`src/rtl/wb_stage_rf.sv`:
```
// wb_stage_rf: write-back stage with an 8x16 register file, same-cycle read bypass and R7 redirect.
// Optional retired-instruction counter is compiled in when WB_RETIRE_CNT_EN is defined.
module wb_stage_rf (
  input  logic        clk,
  input  logic        clr,
  input  logic [15:0] pc_wb_16,
  input  logic [15:0] instr_wb_16,
  input  logic [7:0]  cw_wb_8,
  input  logic [15:0] in_wb_16,
  input  logic [2:0]  k_wb_3,
  input  logic [2:0]  dest_wb_3,
  input  logic [2:0]  ra_addr_3,
  input  logic [2:0]  rb_addr_3,
  output logic [15:0] ra_data_16,
  output logic [15:0] rb_data_16,
  output logic        wb_we,
  output logic [2:0]  wb_addr_3,
  output logic [15:0] wb_data_16,
  output logic        redirect_valid,
  output logic [15:0] redirect_pc_16,
  output logic [15:0] retired_cnt_16
);

  localparam int         NREGS  = 8;
  localparam int         DW     = 16;
  localparam logic [2:0] PC_REG = 3'd7;

  localparam logic [1:0] SEL_IN   = 2'b00;
  localparam logic [1:0] SEL_PC1  = 2'b01;
  localparam logic [1:0] SEL_IMM  = 2'b10;
  localparam logic [1:0] SEL_NONE = 2'b11;

  // Handshake: cw_wb_8[0] (valid) qualifies the WB slot for one cycle; there is no ready,
  // the stage accepts every cycle, and a re-presented write simply rewrites the same value.
  logic          rf_we;
  logic          use_k;
  logic          valid;
  logic [1:0]    wb_sel;

  logic [DW-1:0] rf_q [NREGS];
  logic [DW-1:0] rf_d [NREGS];
  logic          redirect_valid_q, redirect_valid_d;
  logic [DW-1:0] redirect_pc_q, redirect_pc_d;

  logic          unused_bits;
  assign unused_bits = ^{cw_wb_8[3:1], instr_wb_16[15:9]};

  always_comb begin
    rf_we     = cw_wb_8[7];
    wb_sel    = cw_wb_8[6:5];
    use_k     = cw_wb_8[4];
    valid     = cw_wb_8[0];

    wb_addr_3 = use_k ? k_wb_3 : dest_wb_3;
    wb_we     = valid & rf_we & (wb_sel != SEL_NONE);

    case (wb_sel)
      SEL_IN:  wb_data_16 = in_wb_16;
      SEL_PC1: wb_data_16 = pc_wb_16 + 16'd1;
      SEL_IMM: wb_data_16 = {instr_wb_16[8:0], 7'b0};
      default: wb_data_16 = in_wb_16;
    endcase
  end

  // Bypass the in-flight write so decode sees it in the same cycle it is committed.
  always_comb begin
    ra_data_16 = (wb_we && (ra_addr_3 == wb_addr_3)) ? wb_data_16 : rf_q[ra_addr_3];
    rb_data_16 = (wb_we && (rb_addr_3 == wb_addr_3)) ? wb_data_16 : rf_q[rb_addr_3];
  end

  always_comb begin
    for (int i = 0; i < NREGS; i++) begin
      rf_d[i] = rf_q[i];
    end
    if (wb_we) begin
      rf_d[wb_addr_3] = wb_data_16;
    end

    redirect_valid_d = wb_we && (wb_addr_3 == PC_REG);
    redirect_pc_d    = redirect_valid_d ? wb_data_16 : redirect_pc_q;
  end

  always_ff @(posedge clk) begin
    if (clr) begin
      for (int i = 0; i < NREGS; i++) begin
        rf_q[i] <= '0;
      end
      redirect_valid_q <= 1'b0;
      redirect_pc_q    <= '0;
    end else begin
      for (int i = 0; i < NREGS; i++) begin
        rf_q[i] <= rf_d[i];
      end
      redirect_valid_q <= redirect_valid_d;
      redirect_pc_q    <= redirect_pc_d;
    end
  end

  assign redirect_valid = redirect_valid_q;
  assign redirect_pc_16 = redirect_pc_q;

`ifdef WB_RETIRE_CNT_EN
  logic [DW-1:0] retired_cnt_q, retired_cnt_d;

  // Counts valid slots regardless of whether they write; wraps naturally.
  always_comb begin
    retired_cnt_d = retired_cnt_q + {{(DW-1){1'b0}}, valid};
  end

  always_ff @(posedge clk) begin
    if (clr) begin
      retired_cnt_q <= '0;
    end else begin
      retired_cnt_q <= retired_cnt_d;
    end
  end

  assign retired_cnt_16 = retired_cnt_q;
`else
  assign retired_cnt_16 = '0;
`endif

endmodule

```
`config.mk`:
```
export PLATFORM = sky130hd
export DESIGN_NAME = wb_stage_rf
export DESIGN_NICKNAME = d
export VERILOG_FILES = /design/src/rtl/wb_stage_rf.sv
export SDC_FILE = /design/constraint.sdc
export NUM_CORES = 1
export LEC_CHECK = 0
export ABC_AREA = 1
export BUFFER_PORTS_ARGS = -buffer_cell sky130_fd_sc_hd__buf_2
export CAP_MARGIN = 20
export CORE_MARGIN = 2
export CORE_UTILIZATION = 40
export CTS_BUF_LIST = sky130_fd_sc_hd__clkbuf_8
export CTS_CLUSTER_SIZE = 14
export DETAILED_ROUTE_END_ITERATION = 16
export GPL_ROUTABILITY_DRIVEN = 0
export GPL_TIMING_DRIVEN = 0
export SYNTH_ARGS = -nofsm -noshare
export SYNTH_HDL_FRONTEND = slang
export SYNTH_SLANG_ARGS = --single-unit
```
`constraint.sdc`:
```
create_clock -name clk -period 3.7 [get_ports clk]
set_clock_uncertainty 0.1 [all_clocks]
set_input_delay 0.74 -clock clk [delete_from_list [all_inputs] [get_ports clk]]
set_output_delay 0.74 -clock clk [all_outputs]
set_load 0.1 [all_outputs]
```
==> impl_metrics.py, run 1 <==
metrics = {
    "grt": {
        "grt_max_degree": 17,
        "grt_pass1_wl_mm": 49.6,
        "overflow": 0,
        "grt_pass1_vias": 8643,
        "antenna_found_initial": 0,
        "grtUsageTotal_pct": 29.5,
    },
    "power_and_ir_drop": {
        "p_leak_nw": 4.27,
        "power_density_nw_per_um2": 412,
        "p_total_mw": 4.15,
        "vdd_drop_max_mv": 0.267,
    },
    "routing": {
        "vias": 9479,
        "drc": 0,
        "dr.pass1.iters": 8,
        "final_antenna_net_count": 0,
        "drt_iter0_markers": 881,
        "viasPerCell": 5.55,
        "finalWirelength_mm": 32.2,
        "wl_per_cell_um": 18.9,
    },
    "worst_hold_path": {
        "min_path_cells": 2,
        "hold_class": "flip-flop to flip-flop",
        "min_from": "rf_q[7][15]",
        "whs_endpoint": "rf_q[7][15]",
    },
    "sta": {
        "setup_tns_ns": 0,
        "post-route-period-util_pct": 99.5,
        "hold_slack_ns": 0.368,
        "relSlewSlack_pct": 52.6,
        "finalHoldViolations": 0,
        "tightest_slew_ns": 0.711,
        "finalCriticalPeriod_ns": 3.68,
        "clock.fmax_ghz": 0.272,
        "slew_viol_final": 0,
        "setup_viol_count_final": 0,
        "rsz0062_at_grt": "no",
    },
    "synth": {
        "ys_ff_latch": 145,
        "synth_warnings": 0,
        "ys_async_sr_fraction_pct": 0,
        "netlist_area_sq_um": 8220,
        "synth_ff_type": "dfxtp_1",
        "synth_area_leader_cell": "dfxtp_1",
        "synth_edf_count": 0,
        "ys_seq_area_share_pct": 35.3,
        "synth_top_cell_area_share_pct": 35.3,
        "yosysUniqueCellTypes": 30,
        "synthCells": 1270,
        "synth_area_leaders": "dfxtp_1 (35%), o21ai_0 (17%), a21oi_1 (16%)",
        "postSynthAreaPerCell_sq_um": 6.47,
    },
    "cts": {
        "cts_buffers": 17,
        "cts_max_path_buffers": 2,
        "clockRootBuffer": "clkbuf_8",
        "cts_setup_buffers": 0,
        "clkLatencyLatePin_ns": 0.47,
        "clock-sinks": 145,
        "post_cts_resize_count": 14,
        "path_clk_slew_ns": 0.09,
        "ctsHoldBuffers": 0,
        "tritoncts": "yes",
        "htree_levels": 4,
    },
    "worst_setup_path": {
        "path_max_fanout": 10,
        "r2r_start": "rf_q[0][14]",
        "required_ns": 2.86,
        "critPathArrivalTime_ns": 2.84,
        "cp-start-kind": "primary input",
        "crit_path_cell_trace": "clkbuf_1 -> clkbuf_1 -> o21ai_0 -> o21ai_0 -> nand2_1 -> nand2_1 -> nand2_1 -> o21ai_4 -> buf_2",
        "timing.rr.end": "rf_q[0][14]",
        "cp_top_family": "buffers and inverters",
        "reg2reg_depth": 2,
        "endpoint_kind": "primary output",
        "critPathBufInv": 3,
        "critical_path_class": "primary input to primary output",
        "cp_slowest_stage_delay_ns": 0.57,
        "slowest_stage": "clkbuf_1",
        "crit_top_cell": "nand2_1",
        "regToRegSetupSlack_ns": 2.80,
    },
    "die": {
        "fp-row-count": 52,
        "die_area_sq_um": 21700,
        "initial_utilization_pct": 40.7,
        "die_h_um": 147,
        "ios": 155,
        "core-area_sq_um": 20200,
        "die_w_um": 147,
    },
    "finish": {
        "fin_nets": 1499,
        "fin_util_pct": 49.9,
        "multi_input_area_sq_um": 4720,
        "layout-drive-gt1-share_pct": 19.9,
        "seqCellArea_sq_um": 2900,
        "n_fill_cell": 2123,
        "syn2layout_area_growth_pct": 22.4,
        "mostFrequentLayoutCells": "a21oi_1 (259), o21ai_0 (254), nand2_1 (175)",
        "diodes": 0,
        "final_common_cell": "a21oi_1",
    },
    "place": {
        "dp_hpwl_mm": 24.7,
        "port_buffers": 121,
    },
    "run_status": {
        "status": "finished, final reports clean",
    },
    "run": {
        "cap_violations": 0,
    },
}
==> stage by stage <==
step           cells  worst slack (ns)  cell area, sq um
6_report        1708            0.0189             10100
5_1_grt         1708           0.00126             10100
4_1_cts         1708           0.00809              9980
3_5_place_dp    1676            -0.267              9580
3_3_place_gp    1676            -0.306              9580
2_1_floorplan   1285            -0.125              8630
==> state kept, by name, indices dropped and copies added (netlist names) <==
signal	count
redirect_valid	1
rf_q	128
redirect_pc_16	16
==> worst reg2reg max path, stage by stage (launching register included) <==
cell and delay, ns:
dfxtp_1 0.42, o21ai_0 0.13, a21oi_1 0.18
==> synth_stat cells (4+ instances only) <==
cell type,n
a21oi_1,259
buf_2,33
buf_4,17
clkbuf_1,60
clkinv_1,4
dfxtp_1,145
ha_1,4
inv_1,116
inv_2,6
nand2_1,181
nand3_1,24
nor2_1,56
o211ai_1,35
o21ai_0,271
o21ai_1,25
or2_2,9
==> final cells by class <==
class / instances / area share (%)
clock buffers: 17 / 2.33
flip-flops and latches: 145 / 28.9
clock inverters: 15 / 1.41
multi-input cells: 900 / 47.0
plain buffers: 114 / 5.44
inverters: 126 / 4.85
repair buffers: 121 / 6.77
well taps: 270 / 3.36
==> report_power, final <==
part | total, mW | internal [mW] | switching, mW
clock | 1.22 | 0.498 | 0.723
sequential | 1.61 | 1.59 | 0.0198
combinational | 1.31 | 0.267 | 1.05
==> how the worst max path moves through the flow <==
| stage | startpoint | endpoint | slack [ns] | cells after the start |
|---|---|---|---|---|
| 2_1_floorplan | cw_wb_8[5] | ra_data_16[1] | -0.13 | 7 |
| 3_3_place_gp | cw_wb_8[6] | wb_data_16[1] | -0.31 | 9 |
| 3_5_place_dp | cw_wb_8[6] | wb_data_16[1] | -0.27 | 9 |
| 4_1_cts | rb_addr_3[0] | rb_data_16[5] | 0.008 | 8 |
| 5_1_grt | ra_addr_3[2] | ra_data_16[3] | 0.001 | 9 |
| 6_report | ra_addr_3[1] | ra_data_16[2] | 0.02 | 9 |
==> cells by family (layout without fill, tap and decap cells) <==
group | Yosys count | count (layout) | synth area share, %
xor+xnor | 2 | 2 | 0.213
simple gates | 277 | 277 | 13.5
flops | 145 | 145 | 35.3
buf+inv | 240 | 393 | 12.3
other cells | 1 | 16 | 0.0456
fa+ha+maj | 4 | 4 | 0.609
compound gates | 601 | 601 | 38.0
==> routing by layer <==
layer	vias to the layer above	routed length [um]	GRT usage (%)
met3	87	2510	4.41
met2	519	14300	47.0
met5	-	0	0
li1	4600	-	-
met1	4273	13800	39.2
met4	0	1520	14.8
No activity file was read; power rests on OpenSTA's default activity.
==> run 2, diff against run 1 <==
Settings changed: MAX_ROUTING_LAYER from default to met4, REMOVE_ABC_BUFFERS from default to 1.
Clock period 3.7 ns to 3.8 ns, I/O delays scaled along.
==> impl_metrics.py, run 2 (synthesized netlist as in run 1, its figures left out) <==
metrics = {
    "power_and_ir_drop": {
        "swShare_pct": 39.5,
        "p_total_mw": 3.99,
        "seqPwrFrac_pct": 39.2,
        "switchingPower_mw": 1.57,
        "power_frac_clock_pct": 31.0,
        "vdd_drop_max_mv": 0.194,
        "p_leak_nw": 4.04,
        "pwr-share-comb_pct": 29.8,
        "p_int_mw": 2.41,
        "power_density_nw_per_um2": 415,
    },
    "place": {
        "place_inst": 1578,
        "dp_hpwl_mm": 17.2,
        "port_buffers": 128,
    },
    "routing": {
        "drt_iter0_markers": 861,
        "finalWirelength_mm": 27.9,
        "drc": 0,
        "wl_per_cell_um": 17.2,
        "viasPerCell": 5.52,
        "final_antenna_net_count": 0,
        "vias": 8938,
        "dr.pass1.iters": 6,
    },
    "worst_setup_path": {
        "reg2reg_depth": 3,
        "critPathBufInv": 4,
        "endpoint_kind": "primary output",
        "required_ns": 2.94,
        "crit_path_cell_trace": "buf_4 -> clkinv_4 -> xor2_1 -> a21oi_1 -> nand2_4 -> buf_16 -> o21ai_0 -> buf_6",
        "startpoint": "rb_addr_3[2]",
        "timing.rr.end": "rf_q[0][5]",
        "slowest_stage": "buf_4",
        "cp-start-kind": "primary input",
        "cp_slowest_stage_delay_ns": 0.33,
        "r2r_start": "rf_q[0][5]",
        "critical_path_class": "primary input to primary output",
        "cp_top_family": "buffers and inverters",
        "critPathArrivalTime_ns": 2.91,
        "regToRegSetupSlack_ns": 2.95,
        "path_max_fanout": 18,
    },
    "die": {
        "initial_utilization_pct": 40.7,
        "fp-row-count": 52,
        "die_area_sq_um": 21700,
        "die_h_um": 147,
        "ios": 155,
        "core-area_sq_um": 20200,
        "die_w_um": 147,
    },
    "sta": {
        "relSlewSlack_pct": 28.6,
        "finalCriticalPeriod_ns": 3.77,
        "setup_tns_ns": 0,
        "rsz0062_at_grt": "no",
        "post-route-period-util_pct": 99.1,
        "setup_viol_count_final": 0,
        "hold_slack_ns": 0.362,
        "slew_viol_final": 0,
        "clock.fmax_ghz": 0.266,
        "finalHoldViolations": 0,
        "tightest_slew_ns": 1.07,
    },
    "grt": {
        "grtUsageTotal_pct": 26.4,
        "overflow": 0,
        "grt.busiest_layer": "met2",
        "grt_max_degree": 104,
        "grt_pass1_vias": 8052,
        "use_met3_pct": 3.57,
        "met1_usage_pct": 35.0,
        "antenna_found_initial": 1,
        "grt_pass1_wl_mm": 43.6,
        "gr-usage-met2_pct": 41.1,
    },
    "cts": {
        "clockRootBuffer": "clkbuf_8",
        "ctsHoldBuffers": 0,
        "clkLatencyLatePin_ns": 0.45,
        "path_clk_slew_ns": 0.08,
        "clock-sinks": 145,
        "tritoncts": "yes",
        "cts_buffers": 17,
        "htree_levels": 4,
        "cts_max_path_buffers": 2,
    },
    "worst_hold_path": {
        "min_from": "redirect_pc_16[2]",
        "whs_endpoint": "redirect_pc_16[2]",
        "hold_class": "flip-flop to flip-flop",
        "min_path_cells": 2,
    },
    "finish": {
        "final_cells": 1618,
        "final_common_cell": "o21ai_0",
        "layout-drive-gt1-share_pct": 16.8,
        "syn2layout_area_growth_pct": 16.9,
        "seqCellArea_sq_um": 2900,
        "multi_input_area_sq_um": 4450,
        "top_register": "rf_q",
        "fin_util_pct": 47.6,
        "largest_reg_flops": 128,
        "n_fill_cell": 2118,
        "mostFrequentLayoutCells": "o21ai_0 (268), a21oi_1 (259), nand2_1 (171)",
        "fin_nets": 1409,
    },
    "run": {
        "cap_violations": 0,
    },
    "run_status": {
        "status": "finished, final reports clean",
    },
}
-- run 2: tightest hold or removal path, stage by stage (launching register included) --
cell and delay [ns]:
dfxtp_1 0.31, nand2_1 0.06, a21oi_1 0.05
-- run 2: worst max path at each step --
stage,to,slack (ns),cells after the start
floorplan,rb_data_16[3],-3.28,9
global placement,rb_data_16[15],-2.41,8
detailed placement,rb_data_16[1],-1.30,8
CTS,rb_data_16[3],0.004,9
global route,rb_data_16[10],0.0007,8
finish,rb_data_16[13],0.03,8
-- run 2: power by group through the flow --
stage               sequential [mW]  combinational (mW)  clock [mW]
floorplan                      1.62               0.802           0
global placement               1.60                1.11           0
detailed placement             1.60                1.12           0
CTS                            1.56                1.17        1.25
global route                   1.57                1.26        1.32
finish                         1.56                1.19        1.24
-- run 2: layout make-up --
type                       count  area share [%]
clock inverter                11            1.19
timing repair buffer         143            10.5
timing repair inverter         2           0.104
tap                          270            3.52
clock buffer                  20            2.87
antenna                        1          0.0261
multi-input combinational    900            46.3
sequential                   145            30.2
inverter                     126            5.24
-- run 2: repair_timing --
action,4_1_cts,5_1_grt
resized for setup,46,27
buffers inserted,5,1
cloned,2,0
setup endpoints to repair,40,39
-- run 2: metrics by stage --
step | area (sq um) | setup slack [ns]
floorplan | 7740 | -3.28
global placement | 8720 | -2.41
detailed placement | 8930 | -1.30
CTS | 9520 | 0.00374
global route | 9600 | 0.000750
finish | 9600 | 0.0341
-- run 2: per-layer routing --
metal	share of wire, %	up-vias
met1	45	4135
met2	45	343
met3	6.7	51
met5	0	-
met4	2.5	0
li1	-	4409
